File: src/rtl/mips_pkg.sv
`default_nettype none
// ============================================================================
//  Module      : mips_pkg
//  Description : Opcode/funct constants, ALU and branch encodings, the decode
//                control bundle and the combinational decoder for the MIPS
//                decode stage.
//  Revision    : 1.0 - initial release
// ============================================================================
package mips_pkg;

  // Primary opcodes
  localparam logic [5:0] OP_RTYPE = 6'b000000;
  localparam logic [5:0] OP_BLTZ  = 6'b000001;
  localparam logic [5:0] OP_J     = 6'b000010;
  localparam logic [5:0] OP_JAL   = 6'b000011;
  localparam logic [5:0] OP_BEQ   = 6'b000100;
  localparam logic [5:0] OP_ADDIU = 6'b001001;
  localparam logic [5:0] OP_ORI   = 6'b001101;
  localparam logic [5:0] OP_LUI   = 6'b001111;
  localparam logic [5:0] OP_LW    = 6'b100011;
  localparam logic [5:0] OP_SW    = 6'b101011;

  // R-type funct codes
  localparam logic [5:0] FN_JR    = 6'b001000;
  localparam logic [5:0] FN_MFHI  = 6'b010000;
  localparam logic [5:0] FN_MFLO  = 6'b010010;
  localparam logic [5:0] FN_MULTU = 6'b011001;
  localparam logic [5:0] FN_ADDU  = 6'b100001;
  localparam logic [5:0] FN_SUBU  = 6'b100011;
  localparam logic [5:0] FN_AND   = 6'b100100;
  localparam logic [5:0] FN_OR    = 6'b100101;
  localparam logic [5:0] FN_SLTU  = 6'b101011;

  typedef enum logic [2:0] {
    ALU_SLTU  = 3'b000,
    ALU_SUBU  = 3'b001,
    ALU_MFHI  = 3'b010,
    ALU_MFLO  = 3'b011,
    ALU_MULTU = 3'b100,
    ALU_ADDU  = 3'b101,
    ALU_OR    = 3'b110,
    ALU_AND   = 3'b111
  } alu_op_e;

  typedef enum logic [1:0] {
    BR_NONE = 2'b00,
    BR_BEQ  = 2'b01,
    BR_BLTZ = 2'b10
  } branch_e;

  typedef struct packed {
    logic        memtoreg;
    logic        memwrite;
    logic        alusrcbimm;
    logic        regwrite;
    logic        dojump;
    logic        link;
    logic        jumpreg;
    logic        usevalue;
    branch_e     branchcond;
    logic [4:0]  destreg;
    alu_op_e     alucontrol;
    logic [31:0] value;
    logic        illegal;
  } ctrl_bundle_t;

  // MFHI/MFLO read HI/LO and must wait out a MULTU in flight.
  function automatic logic reads_hilo(input logic [31:0] instr);
    return (instr[31:26] == OP_RTYPE) &&
           ((instr[5:0] == FN_MFHI) || (instr[5:0] == FN_MFLO));
  endfunction

  // Every field starts at zero so unused controls, and the whole bundle of
  // an undefined instruction apart from the illegal flag, register as 0.
  function automatic ctrl_bundle_t decode_fn(input logic [31:0] instr);
    ctrl_bundle_t b;
    b = '0;
    case (instr[31:26])
      OP_RTYPE: begin
        case (instr[5:0])
          FN_SLTU:  b.alucontrol = ALU_SLTU;
          FN_SUBU:  b.alucontrol = ALU_SUBU;
          FN_MFHI:  b.alucontrol = ALU_MFHI;
          FN_MFLO:  b.alucontrol = ALU_MFLO;
          FN_MULTU: b.alucontrol = ALU_MULTU;
          FN_ADDU:  b.alucontrol = ALU_ADDU;
          FN_OR:    b.alucontrol = ALU_OR;
          FN_AND:   b.alucontrol = ALU_AND;
          FN_JR: begin
            b.dojump  = 1'b1;
            b.jumpreg = 1'b1;
          end
          default:  b.illegal = 1'b1;
        endcase
        // All defined R-type ops other than JR write rd.
        if (!b.illegal && !b.dojump) begin
          b.regwrite = 1'b1;
          b.destreg  = instr[15:11];
        end
      end
      OP_LW: begin
        b.regwrite   = 1'b1;
        b.memtoreg   = 1'b1;
        b.alusrcbimm = 1'b1;
        b.alucontrol = ALU_ADDU;
        b.destreg    = instr[20:16];
      end
      OP_SW: begin
        b.memwrite   = 1'b1;
        b.memtoreg   = 1'b1;
        b.alusrcbimm = 1'b1;
        b.alucontrol = ALU_ADDU;
      end
      OP_BEQ: begin
        b.branchcond = BR_BEQ;
        b.alucontrol = ALU_SUBU;
      end
      OP_BLTZ: begin
        b.branchcond = BR_BLTZ;
        b.alucontrol = ALU_SLTU;
      end
      OP_ADDIU: begin
        b.regwrite   = 1'b1;
        b.destreg    = instr[20:16];
        b.alusrcbimm = 1'b1;
        b.alucontrol = ALU_ADDU;
      end
      OP_J: b.dojump = 1'b1;
      OP_JAL: begin
        b.dojump   = 1'b1;
        b.link     = 1'b1;
        b.regwrite = 1'b1;
        b.destreg  = 5'd31;
      end
      OP_LUI: begin
        b.regwrite = 1'b1;
        b.destreg  = instr[20:16];
        b.usevalue = 1'b1;
        b.value    = {instr[15:0], 16'h0000};
      end
      OP_ORI: begin
        b.regwrite   = 1'b1;
        b.destreg    = instr[20:16];
        b.alusrcbimm = 1'b1;
        b.alucontrol = ALU_OR;
      end
      default: b.illegal = 1'b1;
    endcase
    return b;
  endfunction

endpackage
`default_nettype wire

File: src/rtl/mul_interlock.sv
`default_nettype none
// ============================================================================
//  Module      : mul_interlock
//  Description : Counts the cycles HI/LO stay unavailable after a MULTU
//                leaves the decode stage.
//  Ports       : clk      in  clock, rising edge
//                reset    in  asynchronous active-high reset
//                load     in  MULTU transferring to execute this cycle
//                mul_busy out counter nonzero
//  Revision    : 1.0 - initial release
// ============================================================================
module mul_interlock #(
  parameter int MUL_LAT = 4
) (
  input  logic clk,
  input  logic reset,
  input  logic load,
  output logic mul_busy
);

  localparam int            CNT_W  = $clog2(MUL_LAT + 1);
  localparam logic [CNT_W-1:0] C_LOAD = CNT_W'(MUL_LAT);
  localparam logic [CNT_W-1:0] C_ONE  = CNT_W'(1);

  logic [CNT_W-1:0] cnt_q;
  logic [CNT_W-1:0] cnt_d;

  // A fresh MULTU restarts the full window even if one is still counting.
  always_comb begin
    cnt_d = cnt_q;
    if (load) begin
      cnt_d = C_LOAD;
    end else if (cnt_q != '0) begin
      cnt_d = cnt_q - C_ONE;
    end
  end

  always_ff @(posedge clk or posedge reset) begin
    if (reset) begin
      cnt_q <= '0;
    end else begin
      cnt_q <= cnt_d;
    end
  end

  assign mul_busy = (cnt_q != '0);

endmodule
`default_nettype wire

File: src/rtl/decode_stage.sv
`default_nettype none
// ============================================================================
//  Module      : decode_stage
//  Description : Registered MIPS decode stage between fetch and execute with
//                valid/ready handshakes, flush and a MULTU -> MFHI/MFLO
//                interlock.
//  Ports       : clk, reset (async, active-high)
//                in_valid/in_ready/instr   fetch side handshake
//                flush                     kill held instruction
//                out_valid/out_ready       execute side handshake
//                memtoreg..usevalue, branchcond, destreg, alucontrol, value,
//                illegal                   registered control bundle
//                mul_busy                  MULTU latency counter nonzero
//  Revision    : 1.0 - initial release
// ============================================================================
module decode_stage
  import mips_pkg::*;
#(
  parameter int DATA_W    = 32,
  parameter int MUL_LAT   = 4,
  parameter int ALUCTRL_W = 3
) (
  input  logic                 clk,
  input  logic                 reset,
  input  logic                 in_valid,
  output logic                 in_ready,
  input  logic [31:0]          instr,
  input  logic                 flush,
  output logic                 out_valid,
  input  logic                 out_ready,
  output logic                 memtoreg,
  output logic                 memwrite,
  output logic                 alusrcbimm,
  output logic                 regwrite,
  output logic                 dojump,
  output logic                 link,
  output logic                 jumpreg,
  output logic                 usevalue,
  output logic [1:0]           branchcond,
  output logic [4:0]           destreg,
  output logic [ALUCTRL_W-1:0] alucontrol,
  output logic [DATA_W-1:0]    value,
  output logic                 illegal,
  output logic                 mul_busy
);

  logic         out_valid_q;
  logic         out_valid_d;
  ctrl_bundle_t bundle_q;
  ctrl_bundle_t bundle_d;

  logic w_held_is_multu;
  logic w_hazard;
  logic w_accept;
  logic w_mul_load;

  // Only a MULTU decodes to the multu ALU op, so the held bundle identifies it.
  assign w_held_is_multu = out_valid_q && (bundle_q.alucontrol == ALU_MULTU);
  assign w_hazard        = mul_busy || w_held_is_multu;
  assign in_ready        = !flush && (!out_valid_q || out_ready) &&
                           !(w_hazard && reads_hilo(instr));
  assign w_accept        = in_valid && in_ready;
  assign w_mul_load      = w_held_is_multu && out_ready && !flush;

  mul_interlock #(
    .MUL_LAT (MUL_LAT)
  ) u_mul_interlock (
    .clk      (clk),
    .reset    (reset),
    .load     (w_mul_load),
    .mul_busy (mul_busy)
  );

  // Bundle only changes on accept, so drained and flushed slots keep their
  // last contents stable.
  always_comb begin
    out_valid_d = out_valid_q;
    bundle_d    = bundle_q;
    if (flush) begin
      out_valid_d = 1'b0;
    end else if (w_accept) begin
      out_valid_d = 1'b1;
      bundle_d    = decode_fn(instr);
    end else if (out_ready) begin
      out_valid_d = 1'b0;
    end
  end

  always_ff @(posedge clk or posedge reset) begin
    if (reset) begin
      out_valid_q <= 1'b0;
      bundle_q    <= '0;
    end else begin
      out_valid_q <= out_valid_d;
      bundle_q    <= bundle_d;
    end
  end

  assign out_valid  = out_valid_q;
  assign memtoreg   = bundle_q.memtoreg;
  assign memwrite   = bundle_q.memwrite;
  assign alusrcbimm = bundle_q.alusrcbimm;
  assign regwrite   = bundle_q.regwrite;
  assign dojump     = bundle_q.dojump;
  assign link       = bundle_q.link;
  assign jumpreg    = bundle_q.jumpreg;
  assign usevalue   = bundle_q.usevalue;
  assign branchcond = bundle_q.branchcond;
  assign destreg    = bundle_q.destreg;
  assign alucontrol = ALUCTRL_W'(bundle_q.alucontrol);
  assign value      = DATA_W'(bundle_q.value);
  assign illegal    = bundle_q.illegal;

endmodule
`default_nettype wire

File: config.mk
export PLATFORM = sky130hd
export DESIGN_NAME = decode_stage
export DESIGN_NICKNAME = d
export VERILOG_FILES = /design/src/rtl/mips_pkg.sv /design/src/rtl/mul_interlock.sv /design/src/rtl/decode_stage.sv
export SDC_FILE = /design/constraint.sdc
export NUM_CORES = 1
export LEC_CHECK = 0
export CAP_MARGIN = 20
export CORE_MARGIN = 3
export CORE_UTILIZATION = 30
export DETAILED_ROUTE_END_ITERATION = 12
export GPL_TIMING_DRIVEN = 0
export MAX_ROUTING_LAYER = met4
export PLACE_DENSITY = 0.56
export SETUP_SLACK_MARGIN = 0.2
export SLEW_MARGIN = 20
export SYNTH_ARGS = -nofsm -noshare
export SYNTH_HDL_FRONTEND = slang
export SYNTH_SLANG_ARGS = --single-unit
File: constraint.sdc
create_clock -name clk -period 2.4 [get_ports clk]
set_input_delay 0.6 -clock clk [delete_from_list [all_inputs] [get_ports clk]]
set_output_delay 0.6 -clock clk [all_outputs]
set_load 0.03 [all_outputs]
# Word level (Yosys, flattened, before mapping)
# Cells that the tools add are included.
[totals] reg_bits=55 output_inout_bits=54 input_bits=37
[classes] bitwise=1 n_eq_ne=19 n_addsub=1 muxes=29 reduce_logical=30
[ops] op="$eq 6x6->1 const B" count=7
[ops] op="$mux 32" count=1
[ops] op="$eq 6x4->1 const B" count=4
[ops] op="$pmux 3 s7" count=1
[ops] op="$eq 6x5->1 const B" count=3
[ops] op="$mux 1" count=18
[ops] op="$reduce_or 9->1" count=2
[ops] op="$pmux 5 s3" count=1
[ops] op="$eq 6x2->1 const B" count=2
[ops] op="$pmux 3 s4" count=1
[ops] op="$logic_and 1x1->1" count=9
[ops] op="$reduce_or 4->1" count=2
[ops] op="$eq 6x1->1 const B" count=1
[ops] op="$eq 6x3->1 const B" count=1
[ops] op="$logic_not 6->1" count=1
[ops] op="$mux 3" count=2
[ops] op="$pmux 1 s2" count=3
[ops] op="$reduce_bool 3->1" count=2
[ops] op="$logic_not 1->1" count=5
[ops] op="$mux 5" count=1
[ops] op="$reduce_or 5->1" count=1
[ops] op="$pmux 2 s2" count=1
[ops] op="$reduce_or 2->1" count=2
[ops] op="$eq 3x3->1 const B" count=1
[ops] op="6 further kinds" count=8

# Longest topological paths before layout
# Gate-level depths: netlist of the first run.
[depth] ltp_word=13 ltp_mapped=10

# Cells and area by module
# A second synthesis of the first run with hierarchy kept.
[unflattened] cells_unflattened=217 hier_area_um2=2209.6
[by_module_without_submodules] module="decode_stage" seq_area_each_um2=900.9 area_per_inst_um2=2028.2 cells_per_inst=200 instances=1
[by_module_without_submodules] module="mul_interlock" seq_area_each_um2=75.1 area_per_inst_um2=181.4 cells_per_inst=17 instances=1

# Least setup slack after synthesis of the first run
# Ideal clock, no wire load.
[synth_path] path_kind="register -> output" start="register u_mul_interlock.cnt_q[0]" end="output port in_ready" arrival_ps=1962 path_slack_ps=-162 path_buffers=1 stages_incl_launch_ff=7 cell_sequence="dfrtp_1 inv_1 ha_1 nand2b_4 o2111a_1 buf_6 a211oi_1"
[synth_between] elab_chain_cells=5
[synth_rtl] element="start, declared" line_no="mul_interlock.sv:25" text="logic [CNT_W-1:0] cnt_q;"
[synth_rtl] element="start signal, assigned" line_no="mul_interlock.sv:42" text="cnt_q <= cnt_d;"
[synth_rtl] element="$reduce_bool 3->1" line_no="mul_interlock.sv:46" text="assign mul_busy = (cnt_q != '0);"
[synth_rtl] element="via mul_busy" line_no="decode_stage.sv:44" text="output logic mul_busy"
[synth_rtl] element="$logic_or 1x1->1" line_no="decode_stage.sv:59" text="assign w_hazard = mul_busy || w_held_is_multu;"
[synth_rtl] element="$logic_and 1x1->1" line_no="decode_stage.sv:61" text="!(w_hazard && reads_hilo(instr));"
[synth_rtl] element="$logic_not 1->1" line_no="decode_stage.sv:61"
[synth_rtl] element="$logic_and 1x1->1" line_no="decode_stage.sv:60" text="assign in_ready = !flush && (!out_valid_q || out_ready) &&"
[synth_rtl] element="end, declared" line_no="decode_stage.sv:26" text="output logic in_ready,"
# The timed path passes the listed nets, and every way through them passes these cells.

# Final worst setup path of the first run
[layout_path] start="input port instr[2]" end="output port in_ready"
[layout_between] elab_chain_cells=6 word_cells_on_any_way=7 classes_between="2 x eq/ne; 5 x reduce/logical"
[layout_rtl] element="start, declared" line_no="decode_stage.sv:27" text="input logic [31:0] instr,"
[layout_rtl] element="$eq 6x5->1" line_no="mips_pkg.sv:70" text="((instr[5:0] == FN_MFHI) || (instr[5:0] == FN_MFLO));"
[layout_rtl] element="$logic_or 1x1->1 (*)" line_no="mips_pkg.sv:70"
[layout_rtl] element="$logic_and 1x1->1 (*)" line_no="mips_pkg.sv:69" text="return (instr[31:26] == OP_RTYPE) &&"
[layout_rtl] element="$logic_and 1x1->1 (*)" line_no="decode_stage.sv:61"
[layout_rtl] element="$logic_not 1->1 (*)" line_no="decode_stage.sv:61"
[layout_rtl] element="$logic_and 1x1->1 (*)" line_no="decode_stage.sv:60"
# Every way passes the cells marked *; elsewhere a longest branch is shown, timed or not.

==> flow_metrics.tcl, run 1 <==
set metrics [dict create \
    post-route-period-util 0.987 \
    final_area_um2 3330 \
    min_path_cells 1 \
    via_per_inst 4.85 \
    ctsHoldBuffers 0 \
    min_period_ns 2.37 \
    drc 0 \
    num_vias 2064 \
    startpoint_type "input port" \
    clock-sinks 39 \
    synth.avg_cell_area_um2 9.82 \
    wirelength_mm 6.49 \
    p_leak_nw 1.49 \
    fp.dieArea_um2 8780 \
    finalHoldViolCount 0 \
    drive_above_1_share 0.217 \
    p_int_mw 1.28 \
    postSynthCellCount 235 \
    overflow 0 \
    clk_pin_slew_ns 0.08 \
    worst_setup_path_end_kind "output pin" \
    fin_nets 365 \
    ant_nets 0 \
    p_switching_mw 0.584 \
    start_util 0.313 \
    clk_latency_ns 0.29 \
    seq_area_frac_synth 0.423 \
    synth_seq_cells 39 \
    pwr-share-comb 0.301 \
    setup-violations-final 0 \
    clockBufferDepth 2 \
    grt_use_total 0.150 \
    first_iter_violations 114 \
    fp.dieH_um 93.7 \
    hold_class "flip-flop to flip-flop" \
    switching_share 0.314 \
    rsz0062_at_grt "true" \
    diodes 0 \
    antenna_found_initial 0 \
    grt_pass1_wl_mm 10.2 \
    grt_start_max_net_pins 23 \
    fp.coreArea_um2 7370 \
    outcome "finished, final reports clean" \
    cap_violations 0 \
    finalClockSkew_ns 0.00904 \
    hold_slack_ns 0.489 \
    ys.flop_type "dfrtp_1" \
    synth_enable_flop_cells 0 \
    dpl_cell_area_um2 3150 \
    synth_warnings 0 \
    clkPwrFrac 0.304 \
    avgRoutedWirePerCell_um 15.2 \
    cts_buffers 5 \
    worstSetupPathType "input port to output pin" \
    reg2regPathDepth 7 \
    gp_congestion 0.811 \
    fmax_ghz 0.422 \
    dieWidth_um 93.7 \
    p_seq_frac 0.395 \
    num_rows 31 \
    cts_max_level 2 \
    pin_count 91 \
    syn_to_final_growth_pct 44.1 \
    netlist_area_um2 2310 \
    p_per_area_nw_per_um2 559 \
    async_flop_share 1.00 \
    cts-root-buf "clkbuf_8" \
    tritoncts "done" \
    peakVddDrop_v 0.000221 \
    critical_path_required_ns 1.80 \
    synth_cell_types 60 \
    drt_pass1_iterations 4 \
    worstPathMaxFanout 7 \
    grt_pass1_vias 1981 \
    io_buffers 62 \
    arrival_ns 1.77 \
    maxSlewViolCount 0 \
    detailed_place_hpwl_mm 4.77 \
]
==> power groups by stage <==
stage / clock network (mW) / registers [mW] / logic, mW
after floorplan: 0 / 0.779 / 0.300
after global placement: 0 / 0.745 / 0.493
after detailed placement: 0 / 0.745 / 0.502
after CTS: 0.588 / 0.733 / 0.556
after global routing: 0.615 / 0.740 / 0.608
final: 0.565 / 0.734 / 0.560
==> routing by layer <==
metal | vias to the layer above | global-route usage | wire [µm]
met2 | 68 | 0.221 | 2960
met3 | 6 | 0.0208 | 341
li1 | 1001 | - | -
met4 | 0 | 0.0493 | 70
met5 | - | - | 0
met1 | 989 | 0.213 | 3120
==> layout by cell type, fill, tap and decap left out, types with 6 or more instances in the layout <==
cell type and count:
a22o_1 16, buf_2 6, buf_4 24, buf_6 7, clkdlybuf4s50_1 55, conb_1 16
dfrtp_1 39, nand2_1 30, nand3_1 9, nor2_1 11, o21ai_1 8
==> layout make-up <==
cell class	count	area (µm²)
fill	749	4040
multi-input combinational	172	1160
sequential	39	976
timing repair buffer	69	689
buffer	32	240
tap	99	124
clock buffer	5	68.8
clock inverter	3	43.8
inverter	7	26.3
==> Yosys cell counts, drive strengths merged (2+ instances only) <==
| library cell | number | area (µm²) |
|---|---|---|
| a22oi | 4 | 30.0 |
| ha | 2 | 25.0 |
| and2 | 2 | 13.8 |
| clkbuf | 2 | 7.51 |
| inv | 7 | 26.3 |
| nand2b | 3 | 26.3 |
| o31ai | 2 | 15.0 |
| a211oi | 3 | 22.5 |
| a31oi | 3 | 18.8 |
| o21bai | 2 | 15.0 |
| a21o | 6 | 57.6 |
| nor4 | 2 | 18.8 |
| buf | 30 | 233 |
| nand2 | 30 | 113 |
| a21oi | 3 | 18.8 |
| o21ai | 12 | 60.1 |
| and3 | 2 | 13.8 |
| a211o | 2 | 17.5 |
| xnor2 | 2 | 17.5 |
| nor2 | 13 | 58.8 |
| nand4 | 3 | 18.8 |
| nand3 | 9 | 45.0 |
| and4 | 2 | 20.0 |
| dfrtp | 39 | 976 |
| nor2b | 7 | 51.3 |
| nor3b | 4 | 35.0 |
| o2111ai | 4 | 35.0 |
| nor3 | 2 | 10.0 |
| nand3b | 2 | 15.0 |
| a22o | 16 | 140 |
==> state kept, by name, summed over array words and instances, names as in the netlist, 2 cells and up <==
signal                 count
branchcond                 2
alucontrol                 3
u_mul_interlock.cnt_q      3
value                     16
destreg                    5
==> worst max-delay path, stage by stage <==
cell and delay [ns]:
dlygate4sd2_1 0.40, nor2_4 0.09, o2111a_1 0.16, buf_6 0.12, a211oi_4 0.23, buf_6 0.17
==> worst paths after layout <==
path                                                 from                     end  slack, ns
worst max-delay path                             instr[2]                in_ready       0.03
worst min-delay path                 usevalue$_DFFE_PP0P_    usevalue$_DFFE_PP0P_       0.49
worst max register to register  alucontrol[0]$_DFFE_PP0P_  destreg[3]$_DFFE_PP0P_       0.39
worst min register to register       usevalue$_DFFE_PP0P_    usevalue$_DFFE_PP0P_       0.49
max in group asynchronous                           reset    memwrite$_DFFE_PP0P_       1.32
min in group asynchronous                           reset   value[30]$_DFFE_PP0P_       0.62
==> cell families (layout without fill, tap and decap cells) <==
family                     count (synthesis)  after routing  share of synthesized area
xor gates and xnor gates                   2              2                    0.00759
AOI/OAI and AO/OA                         66             66                      0.229
and+or+nand+nor                           85             85                      0.208
adders and majority gates                  2              2                     0.0108
DFF                                       39             39                      0.423
buffers and inverters                     39            116                      0.115
muxes                                      1              1                    0.00488
other                                      1             16                    0.00162
==> per-stage QoR <==
stage	power (mW)	cells	util	setup TNS [ns]	worst slack [ns]
after global routing	1.96	426	0.451	-0.0254	-0.0254
final	1.86	426	0.451	0	0.0321
after detailed placement	1.25	412	0.427	-3.67	-0.825
after global placement	1.24	411	0.424	-5.94	-0.830
after floorplan	1.08	250	-	0	0.228
after CTS	1.88	424	0.448	0	0.0497
==> repair_timing <==
item | in CTS | in global routing
pin swaps | 3 | 2
setup buffers | 4 | 2
gates resized for setup | 20 | 2
setup endpoints to repair | 16 | 21
Note: power is estimated with default switching activity, not from simulation.
==> run 2, diff against run 1 <==
--- a/config.mk
+++ b/config.mk
@@ -6,6 +6,7 @@
 export NUM_CORES = 1
 export LEC_CHECK = 0
 export CAP_MARGIN = 20
+export CORE_ASPECT_RATIO = 1.25
 export CORE_MARGIN = 3
 export CORE_UTILIZATION = 30
 export DETAILED_ROUTE_END_ITERATION = 12
==> flow_metrics.tcl, run 2 (synthesis results as in run 1) <==
set metrics [dict create \
    worstPathMaxFanout 3 \
    antenna_found_initial 0 \
    clockBufferDepth 2 \
    outcome "finished, final reports clean" \
    grt.busiest_layer "met2" \
    fin_cells 421 \
    diodes 0 \
    dp_slack_ns -0.811 \
    io_buffers 62 \
    fin_tns_setup_ns 0 \
    dp_cells 405 \
    p_per_area_nw_per_um2 530 \
    finalHoldViolCount 0 \
    layout_setup_ws_ns 0.102 \
    largest_reg_flops 16 \
    fp.dieArea_um2 8790 \
    ant_nets 0 \
    tritoncts "done" \
    final_cell_mix "clkdlybuf4s50_1, dfrtp_1, nand2_1" \
    drc 0 \
    mostFrequentLayoutCell "clkdlybuf4s50_1" \
    first_iter_violations 98 \
    grt_use_total 0.146 \
    fp.coreArea_um2 7440 \
    utilization 0.443 \
    gp_congestion 0.770 \
    cts_max_level 2 \
    rsz0062_at_grt "true" \
    p_leak_nw 1.49 \
    avgRoutedWirePerCell_um 14.9 \
    pin_count 91 \
    startpoint_type "flip-flop" \
    use_met2 0.233 \
    clock-sinks 39 \
    num_vias 2036 \
    fmax_ghz 0.435 \
    setup-violations-final 0 \
    fin_nets 367 \
    grt_pass1_wl_mm 10.1 \
    cap_violations 0 \
    min_period_ns 2.30 \
    wirelength_mm 6.27 \
    num-fill-cells 767 \
    maxSlewViolCount 0 \
    num_rows 35 \
    cts_buffers 5 \
    peakVddDrop_v 0.000364 \
    fp.dieH_um 104 \
    clk_pin_slew_ns 0.08 \
    worst_setup_path_end_kind "output pin" \
    detailed_place_hpwl_mm 4.72 \
    overflow 0 \
    hold_slack_ns 0.494 \
    worstSetupPathType "flip-flop to output pin" \
    grtUsageMet1 0.196 \
    hold_class "flip-flop to flip-flop" \
    post-route-period-util 0.958 \
    arrival_ns 1.70 \
    dieWidth_um 84.5 \
    critical_path_required_ns 1.80 \
    syn_to_final_growth_pct 43.0 \
    finalClockSkew_ns 0.00578 \
    cts-root-buf "clkbuf_8" \
    via_per_inst 4.84 \
    grt_start_max_net_pins 21 \
    drt_pass1_iterations 4 \
    met3_usage 0.0198 \
    start_util 0.310 \
    drive_above_1_share 0.213 \
    grt_pass1_vias 1935 \
    clk_latency_ns 0.29 \
]
-- run 2: final timing paths --
kind                                              to  depth (start not counted)                            startpoint  slack (ns)
min reg2reg                         link$_DFFE_PP0P_                          2                      link$_DFFE_PP0P_        0.49
min in group asynchronous     destreg[0]$_DFFE_PP0P_                          2                                 reset        0.67
max                                         in_ready                          7  u_mul_interlock.cnt_q[1]$_DFFE_PP0P_        0.10
min                                 link$_DFFE_PP0P_                          2                      link$_DFFE_PP0P_        0.49
max reg2reg                branchcond[1]$_DFFE_PP0P_                         11  u_mul_interlock.cnt_q[1]$_DFFE_PP0P_        0.42
max in group asynchronous     destreg[4]$_DFFE_PP0P_                          3                                 reset        1.28
-- run 2: metrics by stage --
step	area, µm²	total power, mW
2_1_floorplan	2380	1.08
5_1_grt	3300	1.85
3_3_place_gp	3110	1.24
4_1_cts	3270	1.74
3_5_place_dp	3140	1.24
6_report	3300	1.75
-- run 2: layer usage --
metal | vias up | part of all wire
met5 | - | 0
met2 | 54 | 0.50
li1 | 1001 | -
met4 | 0 | 0.012
met3 | 4 | 0.044
met1 | 977 | 0.45
-- run 2: timing repair --
item / CTS / global route
setup buffers: 5 / 3
hold buffers: 0 / 0
pin swaps: 5 / 1
gates cloned: 0 / 0
resized for setup: 20 / 2
endpoints found under the setup margin: 17 / 16
-- run 2: worst max-delay path, cell delays in order, from the launching register on --
cell	delay, ns
dfrtp_1	0.39
inv_2	0.09
ha_4	0.15
nand2b_4	0.06
o2111a_1	0.24
buf_6	0.12
a211oi_4	0.20
buf_6	0.16
-- run 2: where the power goes --
group          internal, mW  switching [mW]  total, mW
Combinational         0.285           0.301      0.586
Sequential            0.704          0.0306      0.734
Clock                 0.204           0.227      0.431
Total                  1.19           0.558       1.75
-- run 2: cell type report --
| cell class | count | area (µm²) | area share |
|---|---|---|---|
| plain buffers | 32 | 240 | 0.0728 |
| clock buffers | 7 | 76.3 | 0.0231 |
| clock inverters | 1 | 5.00 | 0.00152 |
| inverters | 7 | 26.3 | 0.00796 |
| multi-input cells | 172 | 1150 | 0.350 |
| flip-flops and latches | 39 | 976 | 0.296 |
| well taps | 92 | 115 | 0.0349 |
| repair buffers | 71 | 708 | 0.215 |
==> edit 1: new RTL, config.mk and constraints of run 2 <==
Set the parameter `DATA_W` to 48 (it was 32).
--- a/src/rtl/decode_stage.sv
+++ b/src/rtl/decode_stage.sv
@@ -16,7 +16,7 @@
 module decode_stage
   import mips_pkg::*;
 #(
-  parameter int DATA_W    = 32,
+  parameter int DATA_W    = 48,
   parameter int MUL_LAT   = 4,
   parameter int ALUCTRL_W = 3
 ) (
Interface: changed (resized value); port bits go from 91 to 107. No check against the original RTL was run, so the function may have changed too.
==> edit 1 against run 2 <==
Power rose by 8.8%. Non-clock buffer count increased by 15. Sequential cell count unchanged. Routed wire length rose by 4.1%. Global-route usage about the same. Synthesized area is 5.2% higher. Worst setup slack lost 0.0030 ns. Design area up 5.9%. Largest power group unchanged.
==> edit 1: results (changes against run 2) <==
qor: final_layout.layout.non_clock_buffers 118 [was 103]
qor: global_routing.grt_pass1_vias 2,113 [was 1,935]
qor: global_routing.grt_util_met1 17.8% [was 19.6%]
qor: logic_synthesis.muxShareOfSynthArea 0.464% [was 0.488%]
qor: routing.routed-wl-met3 318 µm [was 274 µm]
qor: routing.drt_iter0_drc 57 [was 98]
qor: final_layout.clkbuf_count 6 [was 7]
qor: pwr.p_leak 1.63 nW [was 1.49 nW]
qor: routing.vias_per_cell 4.67 [was 4.84]
qor: logic_synthesis.synth-seq-area-share 40.2% [was 42.3%]
qor: pwr.switching_share 31.4% [was 31.9%]
qor: timing.hold_slack_final 0.491 ns [was 0.494 ns]
qor: logic_synthesis.post_synth_fa_ha_maj_area_fraction 1.03% [was 1.08%]
qor: final_layout.nets_finish 398 [was 367]
qor: final_layout.clockNetworkAreaShare 2.93% [was 2.46%]
qor: clock_tree.worstSkewPairLatency 0.29 ns [about the same]
qor: clock_tree.ctsLongestPathBuffers 2 [unchanged]
qor: global_routing.largest_net_degree_at_the_start_of_global_routing 31 [was 21]
qor: global_routing.grt.total_usage 14.6% [about the same]
qor: logic_synthesis.yosys.area_share.xor_xnor 0.721% [was 0.759%]
qor: routing.detailroute.wirelength.met2 3350 µm [was 3130 µm]
qor: placement.gp_congestion 0.739 [was 0.770]
qor: routing.m1WireLength 2740 µm [was 2790 µm]
qor: worst_setup_path.worst_r2r_startpoint u_mul_interlock.cnt_q[0] [was u_mul_interlock.cnt_q[1]]
qor: pwr.pwr-share-clk 28.0% [was 24.6%]
qor: pwr.clockNetworkPower 0.000534 W [was 0.000431 W]
qor: final_layout.final_layout_size_suffix_gt1_share 24.0% [was 21.3%]
qor: worst_hold_path.min_from alusrcbimm [was link]
qor: placement.hpwlAfterDp 5010 µm [was 4720 µm]
qor: final_layout.signal_buffer_area_fraction 30.1% [was 28.7%]
qor: run_status.outcome finished clean [unchanged]
qor: logic_synthesis.synth-compound-area-share 21.8% [was 22.9%]
qor: global_routing.grt_first_pass_wirelength 10,500 µm [was 10,100 µm]
qor: final_layout.layout.comb_gates.multi_input 188 [was 172]
qor: timing.fin_worst_skew 0.00801 ns [was 0.00578 ns]
qor: routing.postRouteWirelength 6530 µm [was 6270 µm]
qor: final_layout.multi_input_area_share 34.9% [was 35.0%]
qor: global_routing.grt_use_met2 25.0% [was 23.3%]
qor: final_layout.fillerInstances 802 [was 767]
qor: logic_synthesis.synthTopCellsByCount sky130_fd_sc_hd__dfrtp_1 (39), sky130_fd_sc_hd__buf_4 (34), sky130_fd_sc_hd__nand2_1 (30), sky130_fd_sc_hd__a22o_1 (16), sky130_fd_sc_hd__nor2_1 (11) [was sky130_fd_sc_hd__dfrtp_1 (39), sky130_fd_sc_hd__nand2_1 (30), sky130_fd_sc_hd__buf_4 (18), sky130_fd_sc_hd__a22o_1 (16), sky130_fd_sc_hd__nor2_1 (11)]
edit 1: worst register-to-register path: stages, from the launching register on:
cell	delay, ns
sky130_fd_sc_hd__dfrtp_1	0.40
sky130_fd_sc_hd__inv_2	0.09
sky130_fd_sc_hd__ha_4	0.15
sky130_fd_sc_hd__nand2b_4	0.07
sky130_fd_sc_hd__o2111a_1	0.24
sky130_fd_sc_hd__buf_6	0.12
sky130_fd_sc_hd__buf_4	0.16
sky130_fd_sc_hd__a21o_4	0.23
sky130_fd_sc_hd__buf_6	0.14
sky130_fd_sc_hd__buf_6	0.15
sky130_fd_sc_hd__nand2_1	0.07
sky130_fd_sc_hd__o21ai_1	0.06
edit 1: through the flow:
step                instances  util, %  area (µm²)  setup slack [ns]
floorplan                 282        -        2560             0.228
finish                    454     44.6        3500            0.0989
CTS                       451     44.1        3460            0.0903
global placement          439     42.1        3300            -0.801
global route              454     44.6        3500           0.00564
detailed placement        440     42.3        3320            -0.812
==> edit 2: new RTL, settings of run 2 <==
Without the edit above. Reset style: synchronous (`reset`), changed in 2 clocked blocks. Comments in the files are not updated.
--- a/src/rtl/mul_interlock.sv
+++ b/src/rtl/mul_interlock.sv
@@ -35,7 +35,7 @@
     end
   end
 
-  always_ff @(posedge clk or posedge reset) begin
+  always_ff @(posedge clk) begin
     if (reset) begin
       cnt_q <= '0;
     end else begin
--- a/src/rtl/decode_stage.sv
+++ b/src/rtl/decode_stage.sv
@@ -86,7 +86,7 @@
     end
   end
 
-  always_ff @(posedge clk or posedge reset) begin
+  always_ff @(posedge clk) begin
     if (reset) begin
       out_valid_q <= 1'b0;
       bundle_q    <= '0;
Function: differs if reset is asserted again (counterexample within 4 cycles, from zero or initial values and one cycle with reset high); with reset held inactive, the same outputs for 10 cycles.
==> edit 2 against run 2 <==
Worst setup slack worse by 0.12 ns. Via count increased by 3.9%. Power shrank 3.9%. Utilization grew 3.0 points. Routed wire length is 3.8% lower. Critical endpoint unchanged. Sequential cell count unchanged. Design area is 1.3% higher. Synthesized area is 3.8% lower. The flow now finishes with violations (setup timing).
==> edit 2: results (changes against run 2) <==
qor: pwr.ir_worst_vdd 295 µV [was 364 µV]
qor: global_routing.grt_first_pass_wirelength 9900 µm [was 10,100 µm]
qor: routing.drt_iter0_drc 125 [was 98]
qor: pwr.p_leak 1.28 nW [was 1.49 nW]
qor: placement.hpwlAfterDp 4490 µm [was 4720 µm]
qor: logic_synthesis.synthTopCellsByCount sky130_fd_sc_hd__dfxtp_1 (39), sky130_fd_sc_hd__a22o_1 (17), sky130_fd_sc_hd__buf_4 (17), sky130_fd_sc_hd__nor2_1 (17), sky130_fd_sc_hd__nand2_1 (16) [was sky130_fd_sc_hd__dfrtp_1 (39), sky130_fd_sc_hd__nand2_1 (30), sky130_fd_sc_hd__buf_4 (18), sky130_fd_sc_hd__a22o_1 (16), sky130_fd_sc_hd__nor2_1 (11)]
qor: placement.dp_slack -1.05 ns [was -0.811 ns]
qor: logic_synthesis.async_flop_share 0% [was 100%]
qor: worst_setup_path.reg2reg_depth 10 [was 11]
qor: run_status.outcome complete, but fails checks [was finished clean]
qor: placement.placed_cell_area 3080 µm² [was 3140 µm²]
qor: worst_setup_path.rr_endpoint jumpreg [was branchcond[1]]
qor: timing.timing.setup.tns -0.0192 ns [was 0 ns]
qor: placement.gp_congestion 0.780 [was 0.770]
qor: worst_setup_path.critical_path_arrival 1.82 ns [was 1.70 ns]
qor: worst_setup_path.worst-path-max-fanout 4 [was 3]
qor: global_routing.largest_net_degree_at_the_start_of_global_routing 15 [was 21]
qor: pwr.power_switching 0.000541 W [was 0.000558 W]
qor: timing.setup_viol 1 [was 0]
qor: routing.avgRoutedWirePerCell 13.7 µm [was 14.9 µm]
qor: worst_hold_path.min_delay_worst_endpoint branchcond[1] [was link]
qor: logic_synthesis.synth-seq-area-share 35.2% [was 42.3%]
qor: timing.post-route-worst-setup-slack -0.0192 ns [was 0.102 ns]
qor: run_status.violations_in_the_final_reports setup timing
qor: global_routing.grt.total_usage 14.7% [was 14.6%]
qor: logic_synthesis.synth.area.top_cells sky130_fd_sc_hd__dfxtp_1 (35%), sky130_fd_sc_hd__a22o_1 (6.7%), sky130_fd_sc_hd__buf_4 (5.7%) [was sky130_fd_sc_hd__dfrtp_1 (42%), sky130_fd_sc_hd__a22o_1 (6.1%), sky130_fd_sc_hd__buf_4 (5.9%)]
edit 2: power by group through the flow:
stage               logic (W)  clock network (W)  registers (W)
finish               0.000536           0.000463       0.000684
global route         0.000594           0.000511       0.000687
CTS                  0.000517           0.000486       0.000684
detailed placement   0.000448                  0       0.000695
global placement     0.000442                  0       0.000695
floorplan            0.000293                  0       0.000708
edit 2: logic make-up (layout without fill, tap and decap cells):
logic type	Yosys count	count (layout)	share of synthesized area [%]
buffers and inverters	47	129	12.2
adder cells (fa/ha/maj)	3	3	1.69
XOR/XNOR	3	3	1.18
AND/OR/NAND/NOR	90	90	24.6
AO/OA/AOI/OAI	67	67	23.6
other	1	16	0.169
flip-flops	39	39	35.2
multiplexers	3	3	1.41
edit 2: routing by layer:
layer	up-vias	track usage, %	share of wire [%]	wire length (µm)
li1	1064	-	-	-
met1	988	17.6	44	2670
met5	-	-	0	0
met3	7	3.71	5.0	302
met4	0	5.16	1.7	104
met2	57	24.1	49	2960
edit 2: through the flow:
step,instances,hold slack (ns)
after CTS,440,0.460
after floorplan,268,0.459
after global routing,440,0.474
after detailed placement,424,0.447
final,440,0.455
after global placement,424,0.440
edit 2: final cells by class:
cell class	instances	area share, %
multi-input combinational	182	39.9
tap	90	3.37
clock buffer	5	2.06
buffer	33	7.56
clock inverter	3	0.749
sequential	39	23.4
inverter	14	1.57
timing repair buffer	74	21.4
edit 2: how the worst max path moves through the flow:
stage | startpoint | to | slack, ns | cells after the start
floorplan | instr[2] | in_ready | 0.20 | 5
global placement | instr[27] | in_ready | -1.06 | 6
detailed placement | instr[27] | in_ready | -1.05 | 6
CTS | u_mul_interlock.cnt_q[1] | in_ready | -0.07 | 8
global route | u_mul_interlock.cnt_q[1] | in_ready | -0.10 | 8
finish | u_mul_interlock.cnt_q[1] | in_ready | -0.02 | 8
edit 2: what timing repair did:
action	CTS	global route
resized for setup	27	24
buffers inserted	8	0
pin swaps	8	2
setup endpoints to repair	38	19
edit 2: worst max-delay path, cell delays in order, from the launching register on:
cell and delay [ns]:
sky130_fd_sc_hd__dfxtp_2 0.34, sky130_fd_sc_hd__inv_2 0.04, sky130_fd_sc_hd__ha_4 0.16, sky130_fd_sc_hd__ha_4 0.15, sky130_fd_sc_hd__buf_8 0.11, sky130_fd_sc_hd__a2111o_1 0.41
sky130_fd_sc_hd__nor2_4 0.12, sky130_fd_sc_hd__nor3_4 0.04, sky130_fd_sc_hd__buf_6 0.14
